===== src/rtl/mem_arbiter.sv =====
// mem_arbiter: arbitrates instruction fetch (m0) and load/store (m1) onto one memory slave port.
// Optional slave-ack timeout is compiled in when ARB_TIMEOUT_EN is defined.
module mem_arbiter #(
  parameter int AW      = 32,
  parameter int DW      = 32,
  parameter int TIMEOUT = 16
) (
  input  logic          clk,
  input  logic          rst,
  input  logic          m0_req_i,
  input  logic [AW-1:0] m0_addr_i,
  output logic [DW-1:0] m0_rdata_o,
  output logic          m0_done_o,
  output logic          m0_err_o,
  input  logic          m1_req_i,
  input  logic          m1_we_i,
  input  logic [AW-1:0] m1_addr_i,
  input  logic [DW-1:0] m1_wdata_i,
  output logic [DW-1:0] m1_rdata_o,
  output logic          m1_done_o,
  output logic          m1_err_o,
  output logic          s_req_o,
  output logic          s_we_o,
  output logic [AW-1:0] s_addr_o,
  output logic [DW-1:0] s_wdata_o,
  input  logic [DW-1:0] s_rdata_i,
  input  logic          s_ack_i,
  output logic          hold_flag_o
);

  localparam logic [1:0] IDLE  = 2'd0;
  localparam logic [1:0] BUSY0 = 2'd1;
  localparam logic [1:0] BUSY1 = 2'd2;

  logic [1:0] state;
  logic       last_gnt;
  logic       req0;
  logic       req1;
  logic       pick1;
  logic       timeout_hit;

  // A master keeps req high through its done cycle, so that cycle must not re-grant it.
  assign req0  = m0_req_i & ~m0_done_o;
  assign req1  = m1_req_i & ~m1_done_o;
  assign pick1 = req1 & (~req0 | ~last_gnt);

  assign hold_flag_o = rst & m1_req_i & ~m1_done_o;

  always_ff @(posedge clk or negedge rst) begin
    if (!rst) begin
      state      <= IDLE;
      last_gnt   <= 1'b0;
      s_req_o    <= 1'b0;
      s_we_o     <= 1'b0;
      s_addr_o   <= '0;
      s_wdata_o  <= '0;
      m0_rdata_o <= '0;
      m1_rdata_o <= '0;
      m0_done_o  <= 1'b0;
      m1_done_o  <= 1'b0;
    end else begin
      // NOTE: done defaults low every cycle and is only set on completion, giving a one-cycle pulse.
      m0_done_o <= 1'b0;
      m1_done_o <= 1'b0;
      case (state)
        IDLE: begin
          if (req0 | req1) begin
            s_req_o <= 1'b1;
            if (pick1) begin
              state     <= BUSY1;
              s_we_o    <= m1_we_i;
              s_addr_o  <= m1_addr_i;
              s_wdata_o <= m1_wdata_i;
            end else begin
              state     <= BUSY0;
              s_we_o    <= 1'b0;
              s_addr_o  <= m0_addr_i;
              s_wdata_o <= '0;
            end
          end
        end
        BUSY0: begin
          if (s_ack_i || timeout_hit) begin
            s_req_o    <= 1'b0;
            m0_done_o  <= 1'b1;
            m0_rdata_o <= s_ack_i ? s_rdata_i : '0;
            last_gnt   <= 1'b0;
            state      <= IDLE;
          end
        end
        BUSY1: begin
          if (s_ack_i) begin
            s_req_o   <= 1'b0;
            m1_done_o <= 1'b1;
            if (!s_we_o) m1_rdata_o <= s_rdata_i;
            last_gnt  <= 1'b1;
            state     <= IDLE;
          end else if (timeout_hit) begin
            s_req_o    <= 1'b0;
            m1_done_o  <= 1'b1;
            m1_rdata_o <= '0;
            last_gnt   <= 1'b1;
            state      <= IDLE;
          end
        end
        default: state <= IDLE;
      endcase
    end
  end

`ifdef ARB_TIMEOUT_EN
  localparam int CW = (TIMEOUT > 1) ? $clog2(TIMEOUT) : 1;

  logic [CW-1:0] wait_cnt;
  logic          err0;
  logic          err1;

  // An ack arriving in the final allowed cycle takes priority over the timeout.
  assign timeout_hit = (state != IDLE) && (wait_cnt == CW'(TIMEOUT - 1)) && !s_ack_i;

  always_ff @(posedge clk or negedge rst) begin
    if (!rst) begin
      wait_cnt <= '0;
      err0     <= 1'b0;
      err1     <= 1'b0;
    end else begin
      err0 <= 1'b0;
      err1 <= 1'b0;
      if (state == IDLE || s_ack_i) begin
        wait_cnt <= '0;
      end else if (timeout_hit) begin
        wait_cnt <= '0;
        err0     <= (state == BUSY0);
        err1     <= (state == BUSY1);
      end else begin
        wait_cnt <= wait_cnt + CW'(1);
      end
    end
  end

  assign m0_err_o = err0;
  assign m1_err_o = err1;
`else
  assign timeout_hit = 1'b0;
  assign m0_err_o    = 1'b0;
  assign m1_err_o    = 1'b0;
`endif

endmodule


===== config.mk =====
export PLATFORM = sky130hd
export DESIGN_NAME = mem_arbiter
export DESIGN_NICKNAME = d
export VERILOG_FILES = /design/src/rtl/mem_arbiter.sv
export SDC_FILE = /design/constraint.sdc
export NUM_CORES = 1
export LEC_CHECK = 0
export ABC_AREA = 1
export CORE_MARGIN = 2
export CORE_UTILIZATION = 37
export CTS_CLUSTER_SIZE = 25
export DETAILED_ROUTE_END_ITERATION = 7
export PLACE_DENSITY = 0.73
export SKIP_LAST_GASP = 1
export SYNTH_ARGS = -nofsm -noshare
export SYNTH_HDL_FRONTEND = slang
export SYNTH_SLANG_ARGS = --single-unit

===== constraint.sdc =====
create_clock -name clk -period 1.3 [get_ports clk]
set_input_delay 0.26 -clock clk [delete_from_list [all_inputs] [get_ports clk]]
set_output_delay 0.26 -clock clk [all_outputs]
set_load 0.01 [all_outputs]

Word-level counts from Yosys, hierarchy flattened. Cells that the tools add are included.

Word-level logic and storage cells: 53. Bits in read-only memories: 0. Bits of input ports: 134. Bits in writable memories: 0. Bits in latches: 0. Register bits: 135. Memories: 0. Output and inout port bits: 135.

Shifts and indexed selects: 0. Reduce and logical (&&, ||, !) cells: 10. Divide/modulo/power cells: 0. Add/sub/neg operators: 0. Bitwise gates (word level): 12. Eq/ne operators: 6. Mux-type cells: 15. Multipliers: 0. Magnitude comparators: 0.

Operators by type and width (count): 32-bit 2-to-1 mux (2); 3-bit AND reduction (3); 1-bit 2-to-1 mux (7); 2-bit 2-to-1 mux (3); 2-bit inequality test, second input constant (3); 2-bit AND reduction (3); 1-bit AND (5); 1-bit inverter (5); 1-bit one-hot mux with 2 select lines (2); 2-bit one-hot mux with 2 select lines (1); 2-bit nonzero test (2); 2-bit by 1-bit == test with 1-bit output, second input constant (1); 2-bit == test, second input constant (1); 2-bit zero test (1); 2-bit by 1-bit inequality test with 1-bit output, second input constant (1); 1-bit bitwise OR (2); 2-bit OR reduction (1).

Depth between registers and ports, before layout.
Depth after elaboration: 8. Gate-level depth with buffers: 8. Depth with buffers taken out: 7.

Least setup slack after synthesis. OpenSTA, ideal clock, no wires.

Path type: flip-flop to flip-flop. Start: register state[0]. End: register m1_rdata_o[19]. Buffers on the path: 1. Stages on the path, launching flop included: 9. Setup slack: -0.089 ns. Arrival time: 1.306 ns. Library setup time: 0.083 ns. Required time: 1.217 ns. Cell sequence: dfrtp_1 -> inv_1 -> ha_1 -> nand2_1 -> inv_1 -> nand2_1 -> clkbuf_1 -> nand2_1 -> o21ai_0.

Cells in the longest elaborated chain, start to end: 2.

RTL lines: start, declared (line 35) `logic [1:0] state;`; start signal, assigned (line 51) `state <= IDLE;`; start signal, assigned (line 70) `state <= BUSY1;`; start signal, assigned (line 75) `state <= BUSY0;`; 2-bit == test (line 65) `case (state)`; 3-bit AND reduction (no source line); end signal, assigned (line 95) `if (!s_we_o) m1_rdata_o <= s_rdata_i;`; end, declared (line 19) `output logic [DW-1:0] m1_rdata_o,`.

Every way passes these cells. A chain may end at the register's enable or synchronous reset.

Worst setup path in the final report.
Start: register m1_done_o. End: register s_wdata_o[9].

Cells in the longest elaborated chain, start to end: 4. Elaborated cells on any way between the ends: 6. Those cells by class: mux: 1; bitwise: 4; reduce/logical: 1.

RTL lines: start, declared (line 20) `output logic m1_done_o,`; start signal, assigned (line 60) `m1_done_o <= 1'b0;`; start signal, assigned (line 64) `m1_done_o <= 1'b0;`; start signal, assigned (line 94) `m1_done_o <= 1'b1;`; 1-bit inverter * (line 44) `assign req1 = m1_req_i & ~m1_done_o;`; 1-bit AND * (line 44); 1-bit AND or 1-bit bitwise OR (tied branches) (line 45, 67); 32-bit 2-to-1 mux or 2-bit AND reduction (tied branches); end signal, assigned (line 73) `s_wdata_o <= m1_wdata_i;`; end, declared (line 25) `output logic [DW-1:0] s_wdata_o,`.

Mark *: on every way between the ends. The rest lies on a longest branch, timed or not.

==> impl_metrics.tcl <==
set metrics [dict create \
    status "complete, but fails checks" \
    violations "hold timing, setup timing" \
    max_freq_mhz 652 \
    wl_per_cell_microns 16.6 \
    final_nets 1127 \
    routed_via_density 4.74 \
    io_pins 269 \
    grt_pass1_wl_microns 29500 \
    io_buffers 266 \
    rsz0062_at_grt "yes" \
    num_antenna_cells 0 \
    dr.first_iter.drc_count 265 \
    p_leak_uw 0.00520 \
    place_ws_ns -0.408 \
    setup_viol 109 \
    dr_total_vias 5636 \
    worst_slew_pin_slew_ns 0.812 \
    insertion_delay_ns 0.42 \
    clkSinkCount 135 \
    syn_inst 665 \
    synth_edf_count 0 \
    worst_slack_ns -0.233 \
    final-hold-violation-count 33 \
    synth.cell_area_sq_um 5730 \
    hold_slack_ns -0.0838 \
    hold_path_class "in2async" \
    maxSlewViolCount 0 \
    track_usage 0.234 \
    grt-ovfl-total 0 \
    path_class "reg2reg" \
    power_density_nw_per_um2 2310 \
    ys_async_sr_fraction 1.00 \
    dp_hpwl_microns 11600 \
    core_area_sq_um 15100 \
    fin_crit_ns 1.53 \
    skew_ns 0.00825 \
    ys.flop_type "dfrtp_1" \
    cts_tree "built" \
    drtPass1Iterations 4 \
    fin_crit_sh 1.18 \
    routed_wl_microns 19700 \
    cts_root_buffer "clkbuf_16" \
    cp.arrival_ns 1.83 \
    p_total_uw 22500 \
    drive_gt1_frac 0.291 \
    ys_seq_elements 135 \
    yosysSeqAreaShare 0.590 \
    slew-limit-headroom 0.459 \
    die_y_microns 128 \
    critical_path.max_fanout 9 \
    rows 45 \
    drc 0 \
    ys_types 20 \
    dieArea_sq_um 16500 \
    hold_buffers 0 \
    htree_levels 4 \
    path_clk_slew_ns 0.06 \
    grt_pass1_vias 5462 \
    irDropWorstVdd_mv 1.18 \
    initial_core_util 0.378 \
    antenna_found_initial 0 \
    grt_max_degree 136 \
    ant_nets 0 \
    critical_path_required_ns 1.60 \
    syn_area_per_cell_sq_um 8.62 \
    gp_congestion 0.781 \
    startpoint_type "flop" \
    die_x_microns 128 \
    cts_buffers 17 \
    end_kind "flop" \
    synth_warnings 0 \
    syn2layout_area_growth_pct 70.2 \
    cts_buffer_depth 2 \
    drv_cap 0 \
]
==> report_power, final <==
group	switching, uW	internal (uW)
sequential	1100	6210
combinational	5470	5020
clock	1840	2860
==> per-stage QoR <==
step	cells	area (sq um)	utilization	TNS [ns]	hold slack, ns
after global routing	1190	9750	0.644	-24.04	0.0252
after detailed placement	1112	8800	0.581	-34.93	0.457
after floorplan	666	5750	-	-4.29	-0.0356
after global placement	1112	8800	0.581	-32.86	0.453
final	1190	9750	0.644	-16.30	-0.0838
after CTS	1179	9780	0.646	-16.91	0.0184
==> area by class of cell <==
| type | instances | area, sq um |
|---|---|---|
| Fill cell | 1294 | 5400 |
| Sequential cell | 135 | 3380 |
| Multi-Input combinational cell | 420 | 2110 |
| Clock inverter | 13 | 131 |
| Timing Repair Buffer | 340 | 3150 |
| Inverter | 75 | 299 |
| Tap cell | 188 | 235 |
| Clock buffer | 19 | 443 |
==> worst paths after layout <==
check	cells past startpoint	startpoint	to	slack (ns)
setup / recovery	10	m1_done_o$_DFF_PN0_	s_wdata_o[9]$_DFFE_PN0P_	-0.23
hold / removal	2	rst	s_wdata_o[1]$_DFFE_PN0P_	-0.08
setup reg to reg	10	m1_done_o$_DFF_PN0_	s_wdata_o[9]$_DFFE_PN0P_	-0.23
hold reg to reg	2	s_req_o$_DFFE_PN0P_	s_req_o$_DFFE_PN0P_	0.46
max in group asynchronous	2	rst	m1_rdata_o[0]$_DFFE_PN0P_	0.72
min in group clk	3	m1_wdata_i[20]	s_wdata_o[20]$_DFFE_PN0P_	0.38
==> cells in the final DEF (no fill, tap or decap), types with 2 or more instances in the layout <==
cell type,instances
buf_12,16
buf_16,12
buf_2,116
buf_4,28
buf_6,12
bufinv_16,2
clkbuf_16,23
clkbuf_2,16
clkdlybuf4s50_1,132
clkinv_2,6
clkinv_4,3
clkinvlp_4,2
conb_1,2
dfrtp_1,134
ha_4,3
inv_1,67
inv_2,5
inv_4,2
nand2_1,249
nand2_2,18
nand2_4,7
nand2_8,2
nand3_1,34
nand3b_1,31
nor2_4,2
o21ai_0,48
o21ai_1,8
o21ai_2,9
==> worst max-delay path: stages, from the launching register on <==
cell	delay [ns]
dfrtp_2	0.43
buf_6	0.13
buf_6	0.11
inv_4	0.04
nand2_4	0.06
a21oi_4	0.15
buf_6	0.15
inv_12	0.07
buf_12	0.14
nand2_2	0.08
nand2_2	0.06
==> synth_stat cells, drive strengths merged, types with 3 or more instances <==
master	instances	area (sq um)
o21ai	65	325
nor2	3	26.3
inv	75	282
ha	4	50.1
nand3	36	180
nand3b	31	233
dfrtp	135	3380
clkbuf	11	41.3
nand2	276	1040
buf	25	143
==> routing by layer <==
| metal | wire (microns) | vias up | global-route usage |
|---|---|---|---|
| li1 | - | 2703 | - |
| met1 | 7730 | 2686 | 0.277 |
| met2 | 9960 | 227 | 0.409 |
| met3 | 1780 | 20 | 0.0736 |
| met4 | 259 | 0 | 0.0743 |
| met5 | 0 | - | 0 |
==> flip-flops by register name, indices dropped and copies added (netlist names) <==
| register | flops |
|---|---|
| s_we_o | 1 |
| s_addr_o | 32 |
| m0_rdata_o | 32 |
| last_gnt | 1 |
| s_req_o | 1 |
| state | 2 |
| m1_done_o | 1 |
| m0_done_o | 1 |
| s_wdata_o | 32 |
| m1_rdata_o | 32 |
==> what timing repair did <==
action	CTS	global route
resized for setup	520	108
endpoints found under the setup margin	254	185
cloned	15	6
buffers inserted	20	9
pin swaps	8	9
==> cell families (layout without fill, tap and decap cells) <==
| family | Yosys count | count (layout) | share of synthesized area |
|---|---|---|---|
| simple gates | 348 | 348 | 0.260 |
| other cells | 1 | 2 | 0.000655 |
| fa+ha+maj | 4 | 4 | 0.00874 |
| buf+inv | 111 | 447 | 0.0812 |
| flops | 135 | 135 | 0.590 |
| compound gates | 66 | 66 | 0.0596 |
No activity file was read; power rests on OpenSTA's default activity.
